### src/rtl/ws2812_pkg.sv
// Shared definitions for the WS2812 frame scheduler: FSM states, frame geometry and the colour byte address map.
package ws2812_pkg;

  typedef enum logic [1:0] {
    ST_IDLE,
    ST_LATCH,
    ST_START,
    ST_WAIT_DONE
  } sched_state_t;

  localparam int LED_COUNT     = 3;
  localparam int BYTES_PER_LED = 3;
  localparam int FRAME_BYTES   = LED_COUNT * BYTES_PER_LED;

  localparam logic [3:0] ADDR_LED1_R = 4'd0;
  localparam logic [3:0] ADDR_LED1_G = 4'd1;
  localparam logic [3:0] ADDR_LED1_B = 4'd2;
  localparam logic [3:0] ADDR_LED2_R = 4'd3;
  localparam logic [3:0] ADDR_LED2_G = 4'd4;
  localparam logic [3:0] ADDR_LED2_B = 4'd5;
  localparam logic [3:0] ADDR_LED3_R = 4'd6;
  localparam logic [3:0] ADDR_LED3_G = 4'd7;
  localparam logic [3:0] ADDR_LED3_B = 4'd8;

  function automatic logic addr_in_frame(input logic [3:0] addr);
    return addr < 4'(FRAME_BYTES);
  endfunction

endpackage

### src/rtl/ws2812_refresh_timer.sv
// Free-running divider that emits a one-cycle tick every DIVIDE clocks, used to re-send the LED frame periodically.
module ws2812_refresh_timer #(
  parameter int unsigned DIVIDE = 3333333
) (
  input  logic i_Clock,
  input  logic i_Reset,
  output logic o_Tick
);

  localparam int unsigned COUNT_W = (DIVIDE > 2) ? $clog2(DIVIDE) : 1;
  localparam logic [COUNT_W-1:0] COUNT_LAST = COUNT_W'(DIVIDE - 1);

  logic [COUNT_W-1:0] div_count;

  assign o_Tick = (div_count == COUNT_LAST);

  always_ff @(posedge i_Clock or posedge i_Reset) begin
    if (i_Reset) begin
      div_count <= '0;
    end else if (o_Tick) begin
      div_count <= '0;
    end else begin
      div_count <= div_count + 1'b1;
    end
  end

endmodule

### src/rtl/ws2812_frame_scheduler.sv
// Buffers colour writes in a shadow store and hands whole frames to the WS2812 driver via a start/ready handshake.
// Optional periodic re-send is enabled by defining WS2812_AUTO_REFRESH_EN.
module ws2812_frame_scheduler
  import ws2812_pkg::*;
#(
  parameter int unsigned CLOCK_FREQUENCY = 100000000,
  parameter int unsigned REFRESH_HZ      = 30,
  parameter int unsigned START_TIMEOUT   = 4096
) (
  input  logic       i_Clock,
  input  logic       i_Reset,
  input  logic       i_Wr_Valid,
  input  logic [3:0] i_Wr_Addr,
  input  logic [7:0] i_Wr_Data,
  input  logic       i_Commit,
  input  logic       i_Drv_Ready,
  output logic       o_Drv_Start,
  output logic [7:0] o_LED1_R,
  output logic [7:0] o_LED1_G,
  output logic [7:0] o_LED1_B,
  output logic [7:0] o_LED2_R,
  output logic [7:0] o_LED2_G,
  output logic [7:0] o_LED2_B,
  output logic [7:0] o_LED3_R,
  output logic [7:0] o_LED3_G,
  output logic [7:0] o_LED3_B,
  output logic       o_Busy,
  output logic       o_Timeout
);

  localparam int unsigned TIMEOUT_W = (START_TIMEOUT > 2) ? $clog2(START_TIMEOUT) : 1;
  localparam logic [TIMEOUT_W-1:0] TIMEOUT_LAST = TIMEOUT_W'(START_TIMEOUT - 1);

  if (REFRESH_HZ == 0 || REFRESH_HZ > CLOCK_FREQUENCY || START_TIMEOUT < 2) begin : g_bad_config
    $error("ws2812_frame_scheduler: invalid REFRESH_HZ/CLOCK_FREQUENCY/START_TIMEOUT");
  end

  sched_state_t         state, state_next;
  logic                 pending, pending_next;
  logic                 go_latch;
  logic                 timeout_hit;
  logic [TIMEOUT_W-1:0] timeout_count;
  logic                 ready_meta, ready_s;
  logic                 refresh_tick;
  logic                 frame_req;
  logic [7:0]           shadow [FRAME_BYTES];
  logic [7:0]           active [FRAME_BYTES];

  // Driver ready comes from the driver's slow clock domain
  always_ff @(posedge i_Clock or posedge i_Reset) begin
    if (i_Reset) begin
      ready_meta <= 1'b0;
      ready_s    <= 1'b0;
    end else begin
      ready_meta <= i_Drv_Ready;
      ready_s    <= ready_meta;
    end
  end

`ifdef WS2812_AUTO_REFRESH_EN
  ws2812_refresh_timer #(
    .DIVIDE(CLOCK_FREQUENCY / REFRESH_HZ)
  ) u_refresh_timer (
    .i_Clock(i_Clock),
    .i_Reset(i_Reset),
    .o_Tick (refresh_tick)
  );
`else
  assign refresh_tick = 1'b0;
`endif

  assign frame_req = i_Commit | refresh_tick;

  always_ff @(posedge i_Clock or posedge i_Reset) begin
    if (i_Reset) begin
      for (int i = 0; i < FRAME_BYTES; i++) shadow[i] <= '0;
    end else if (i_Wr_Valid && addr_in_frame(i_Wr_Addr)) begin
      shadow[i_Wr_Addr] <= i_Wr_Data;
    end
  end

  // Active bytes only move in LATCH, so the driver always sees a consistent frame
  always_ff @(posedge i_Clock or posedge i_Reset) begin
    if (i_Reset) begin
      for (int i = 0; i < FRAME_BYTES; i++) active[i] <= '0;
    end else if (state == ST_LATCH) begin
      for (int i = 0; i < FRAME_BYTES; i++) active[i] <= shadow[i];
    end
  end

  always_comb begin
    state_next  = state;
    go_latch    = 1'b0;
    timeout_hit = 1'b0;
    case (state)
      ST_IDLE: begin
        if ((pending || frame_req) && ready_s) begin
          state_next = ST_LATCH;
          go_latch   = 1'b1;
        end
      end
      ST_LATCH: state_next = ST_START;
      ST_START: begin
        if (!ready_s) begin
          state_next = ST_WAIT_DONE;
        end else if (timeout_count == TIMEOUT_LAST) begin
          state_next  = ST_IDLE;
          timeout_hit = 1'b1;
        end
      end
      ST_WAIT_DONE: begin
        if (ready_s) state_next = ST_IDLE;
      end
      default: state_next = ST_IDLE;
    endcase

    // A request arriving on the IDLE->LATCH edge is covered by the frame being latched
    pending_next = pending;
    if (go_latch) begin
      pending_next = 1'b0;
    end else if (frame_req) begin
      pending_next = 1'b1;
    end
  end

  always_ff @(posedge i_Clock or posedge i_Reset) begin
    if (i_Reset) begin
      state         <= ST_IDLE;
      pending       <= 1'b0;
      o_Drv_Start   <= 1'b0;
      o_Timeout     <= 1'b0;
      timeout_count <= '0;
    end else begin
      state         <= state_next;
      pending       <= pending_next;
      o_Drv_Start   <= (state_next == ST_START);
      o_Timeout     <= timeout_hit;
      timeout_count <= (state == ST_START) ? timeout_count + 1'b1 : '0;
    end
  end

  assign o_Busy = (state != ST_IDLE) || pending;

  assign o_LED1_R = active[ADDR_LED1_R];
  assign o_LED1_G = active[ADDR_LED1_G];
  assign o_LED1_B = active[ADDR_LED1_B];
  assign o_LED2_R = active[ADDR_LED2_R];
  assign o_LED2_G = active[ADDR_LED2_G];
  assign o_LED2_B = active[ADDR_LED2_B];
  assign o_LED3_R = active[ADDR_LED3_R];
  assign o_LED3_G = active[ADDR_LED3_G];
  assign o_LED3_B = active[ADDR_LED3_B];

endmodule
### config.mk
export PLATFORM = sky130hd
export DESIGN_NAME = ws2812_frame_scheduler
export DESIGN_NICKNAME = d
export VERILOG_FILES = /design/src/rtl/ws2812_pkg.sv /design/src/rtl/ws2812_refresh_timer.sv /design/src/rtl/ws2812_frame_scheduler.sv
export SDC_FILE = /design/constraint.sdc
export NUM_CORES = 1
export LEC_CHECK = 0
export CORE_AREA = 2 2 144 104
export CTS_BUF_LIST = sky130_fd_sc_hd__clkbuf_4 sky130_fd_sc_hd__clkbuf_8
export DETAILED_ROUTE_END_ITERATION = 12
export DIE_AREA = 0 0 146 106
export GPL_ROUTABILITY_DRIVEN = 0
export GPL_TIMING_DRIVEN = 0
export PLACE_DENSITY = 0.71
export SLEW_MARGIN = 30
export SYNTH_ARGS = -nofsm -noshare
export SYNTH_HDL_FRONTEND = slang
export SYNTH_SLANG_ARGS = --single-unit
### constraint.sdc
create_clock -name i_Clock -period 6 [get_ports i_Clock]
set_input_delay 0.9 -clock i_Clock [delete_from_list [all_inputs] [get_ports i_Clock]]
set_output_delay 0.9 -clock i_Clock [all_outputs]
set_load 0.05 [all_outputs]
==> out/metrics.cfg <==
[detailed_routing]
routed_wl_mm = 12.7
detailed_routing_iterations_pass_1 = 4
drc_errors = 0
route.detailed.wl_per_inst_um = 17.7
initialDrtViolationCount = 158
dr_total_vias = 3572
viasPerCell = 5.01
drtAntennaViolNets = 0

[floorplanning]
die_height_um = 106
num_rows = 37
core-area_um2 = 14300
die_w_um = 146
design.die.area_um2 = 15500
initial_utilization_pct = 43.8
io_pins = 92

[timing]
finalClockSkew_ns = 0.0155
finalWorstSetupSlack_ns = 3.13
fmaxAchievable_ghz = 0.349
grt_setup_unrepaired = no
minimum_period_implied_by_the_final_worst_setup_slack_ns = 2.87
whs_ns = 0.356
final_critical_path_share_of_the_clock_period_pct = 47.8
finalHoldViolCount = 0
setup_viol = 0
worst_slew_pin_slew_ns = 0.732
slew_headroom_pct = 51.0
report.final.slew_viol_count = 0

[clocking]
numCtsBuffers = 17
cts.repair_timing.setup_buffer_count = 0
numClockSinks = 163
clk_transition_reported_paths_ns = 0.10
clock_tree.buffer_depth = 2
holdBufCountCts = 0
cts_tree = yes
worst_skew_pair.late_latency_ns = 0.44
postCtsResizedCells = 0
cts-root-buf = sky130_fd_sc_hd__clkbuf_8
cts_htree_levels = 4

[global_routing]
track_usage_pct = 17.2
vias_in_the_first_global_route = 3701
grt_pass1_wl_mm = 20.2
antenna_found_initial = 0
gr-total-overflow = 0
grt_max_degree = 99

[layout]
largest_reg_flops = 72
post_route_cells_drive_above_1_share_pct = 37.5
reg.largest.list = shadow: 72 flops, timeout_count: 12 flops
n_antenna_cell = 0
post_route_cell_area_um2 = 7790
areaGrowthSynthToFinish_pct = 24.8
nets = 523
register_with_the_highest_flop_count = shadow
commonest_non_fill_non_tap_cell_in_the_layout = sky130_fd_sc_hd__dfrtp_1
most-common-layout-cells = sky130_fd_sc_hd__dfrtp_1 (163), sky130_fd_sc_hd__mux2_2 (144), sky130_fd_sc_hd__clkdlybuf4s50_1 (89), sky130_fd_sc_hd__clkbuf_8 (18), sky130_fd_sc_hd__nand2_1 (10)

[synthesis]
proportion_of_synthesized_chip_area_in_sequential_cells_pct = 65.4
yosys_register_bits = 163
postSynthNetCount = 413
synth_cells = 395
post_synthesis_instance_area_um2 = 6240
synth-main-ff-cell = sky130_fd_sc_hd__dfrtp_1
avgSynthCellArea_um2 = 15.8
ys_async_sr_fraction_pct = 100
yosys.cell_types.count = 34
synth_enable_flop_cells = 0
synth_warnings = 0

[min_path]
hold_path.class = reg2reg

[worst_setup_path]
startpoint_type = register
worst_setup_path_startpoint = state[1]$_DFF_PP0_
reg2reg_slack_ns = 4.11
worst_r2r_startpoint = state[0]$_DFF_PP0_
slowest_stage_cell_crit_path = sky130_fd_sc_hd__clkdlybuf4s50_1
worst-r2r-cell-count = 4
cp_data_required_time_ns = 5.10
sort_of_element_at_the_end_of_the_critical_path = output port
critical-path-top-delay-family = buffers and inverters
slowest_delay_ns = 0.70
worst_ep_arrival_time_ns = 1.97
path_buf_inv = 1
worstReg2RegEnd = o_LED2_R[7]$_DFFE_PP0P_
timing.critical_path.cells = or3_1 > clkdlybuf4s50_1
crit_path_end = o_Busy
path_class = reg2out
critical_path_peak_fanout = 7
cp_num_cells = 2

[flow_run]
max_cap_violations = 0

[pwr]
cellPowerDensity_nw_per_um2 = 561
vdd_ir_drop_max_uv = 252
fin_total_pwr_w = 0.00437
static-leakage-power_nw = 3.34

[place]
hpwl_mm = 8.55
post_place_setup_slack_ns = 3.12
placed_area_um2 = 7440
numPortBuffers = 89

[status]
status = finished, final reports clean

per-layer routing:
layer  track usage [%]  wire (um)  up-vias
li1                  -          -     1622
met3              4.76        618       14
met4              6.31        178        0
met1              23.9       6040     1856
met2              26.2       5820       80
met5                 0          0        -
where the power goes:
group          switching, W  internal, W
sequential         0.000213      0.00147
clock              0.000411     0.000301
combinational       0.00120     0.000781
layout make-up:
cell class,instances,area (um2)
Buffer,13,63.8
Clock inverter,14,105
Inverter,3,18.8
Sequential cell,163,4080
Timing Repair Buffer,91,946
Multi-Input combinational cell,216,2090
Clock buffer,18,248
Fill cell,1169,6470
Tap cell,195,244
through the flow:
stage               std cells  utilization, %  setup TNS [ns]
global placement          679            51.7         -178.77
floorplan                 395               -               0
CTS                       713            54.6               0
global route              713            54.6               0
detailed placement        681            52.2               0
finish                    713            54.6               0
synth_stat cells (3+ instances only):
library cell               instances  area (um2)
sky130_fd_sc_hd__o21ai_0           4        20.0
sky130_fd_sc_hd__or3_1             3        18.8
sky130_fd_sc_hd__o31ai_1           3        22.5
sky130_fd_sc_hd__clkbuf_1          3        11.3
sky130_fd_sc_hd__nor2_1            7        26.3
sky130_fd_sc_hd__a21oi_1           6        30.0
sky130_fd_sc_hd__nand3_1           6        30.0
sky130_fd_sc_hd__inv_1             3        11.3
sky130_fd_sc_hd__or4_1             4        30.0
sky130_fd_sc_hd__dfrtp_1         163        4080
sky130_fd_sc_hd__buf_2             8        40.0
sky130_fd_sc_hd__nand3b_1          3        22.5
sky130_fd_sc_hd__nand2_1          10        37.5
sky130_fd_sc_hd__mux2_2          144        1620
worst min-delay path by stage:
stage	from	end	slack, ns	depth (start not counted)
after floorplan	ready_meta$_DFF_PP0_	ready_s$_DFF_PP0_	0.33	0
after global placement	ready_meta$_DFF_PP0_	ready_s$_DFF_PP0_	0.34	0
after detailed placement	ready_meta$_DFF_PP0_	ready_s$_DFF_PP0_	0.34	0
after CTS	ready_meta$_DFF_PP0_	ready_s$_DFF_PP0_	0.36	0
after global routing	ready_meta$_DFF_PP0_	ready_s$_DFF_PP0_	0.38	0
final	ready_meta$_DFF_PP0_	ready_s$_DFF_PP0_	0.36	0
cells by family (layout without fill, tap and decap cells):
group                      count (synthesis)  after routing  share of synthesized area (%)
AOI/OAI and AO/OA                         16             16                           1.50
adders and majority gates                  1              1                          0.200
muxes                                    145            145                           26.1
buffers and inverters                     16            139                           1.20
xor gates and xnor gates                   3              3                          0.421
DFF                                      163            163                           65.4
and+or+nand+nor                           51             51                           5.15
Note: power is estimated with default switching activity, not from simulation.
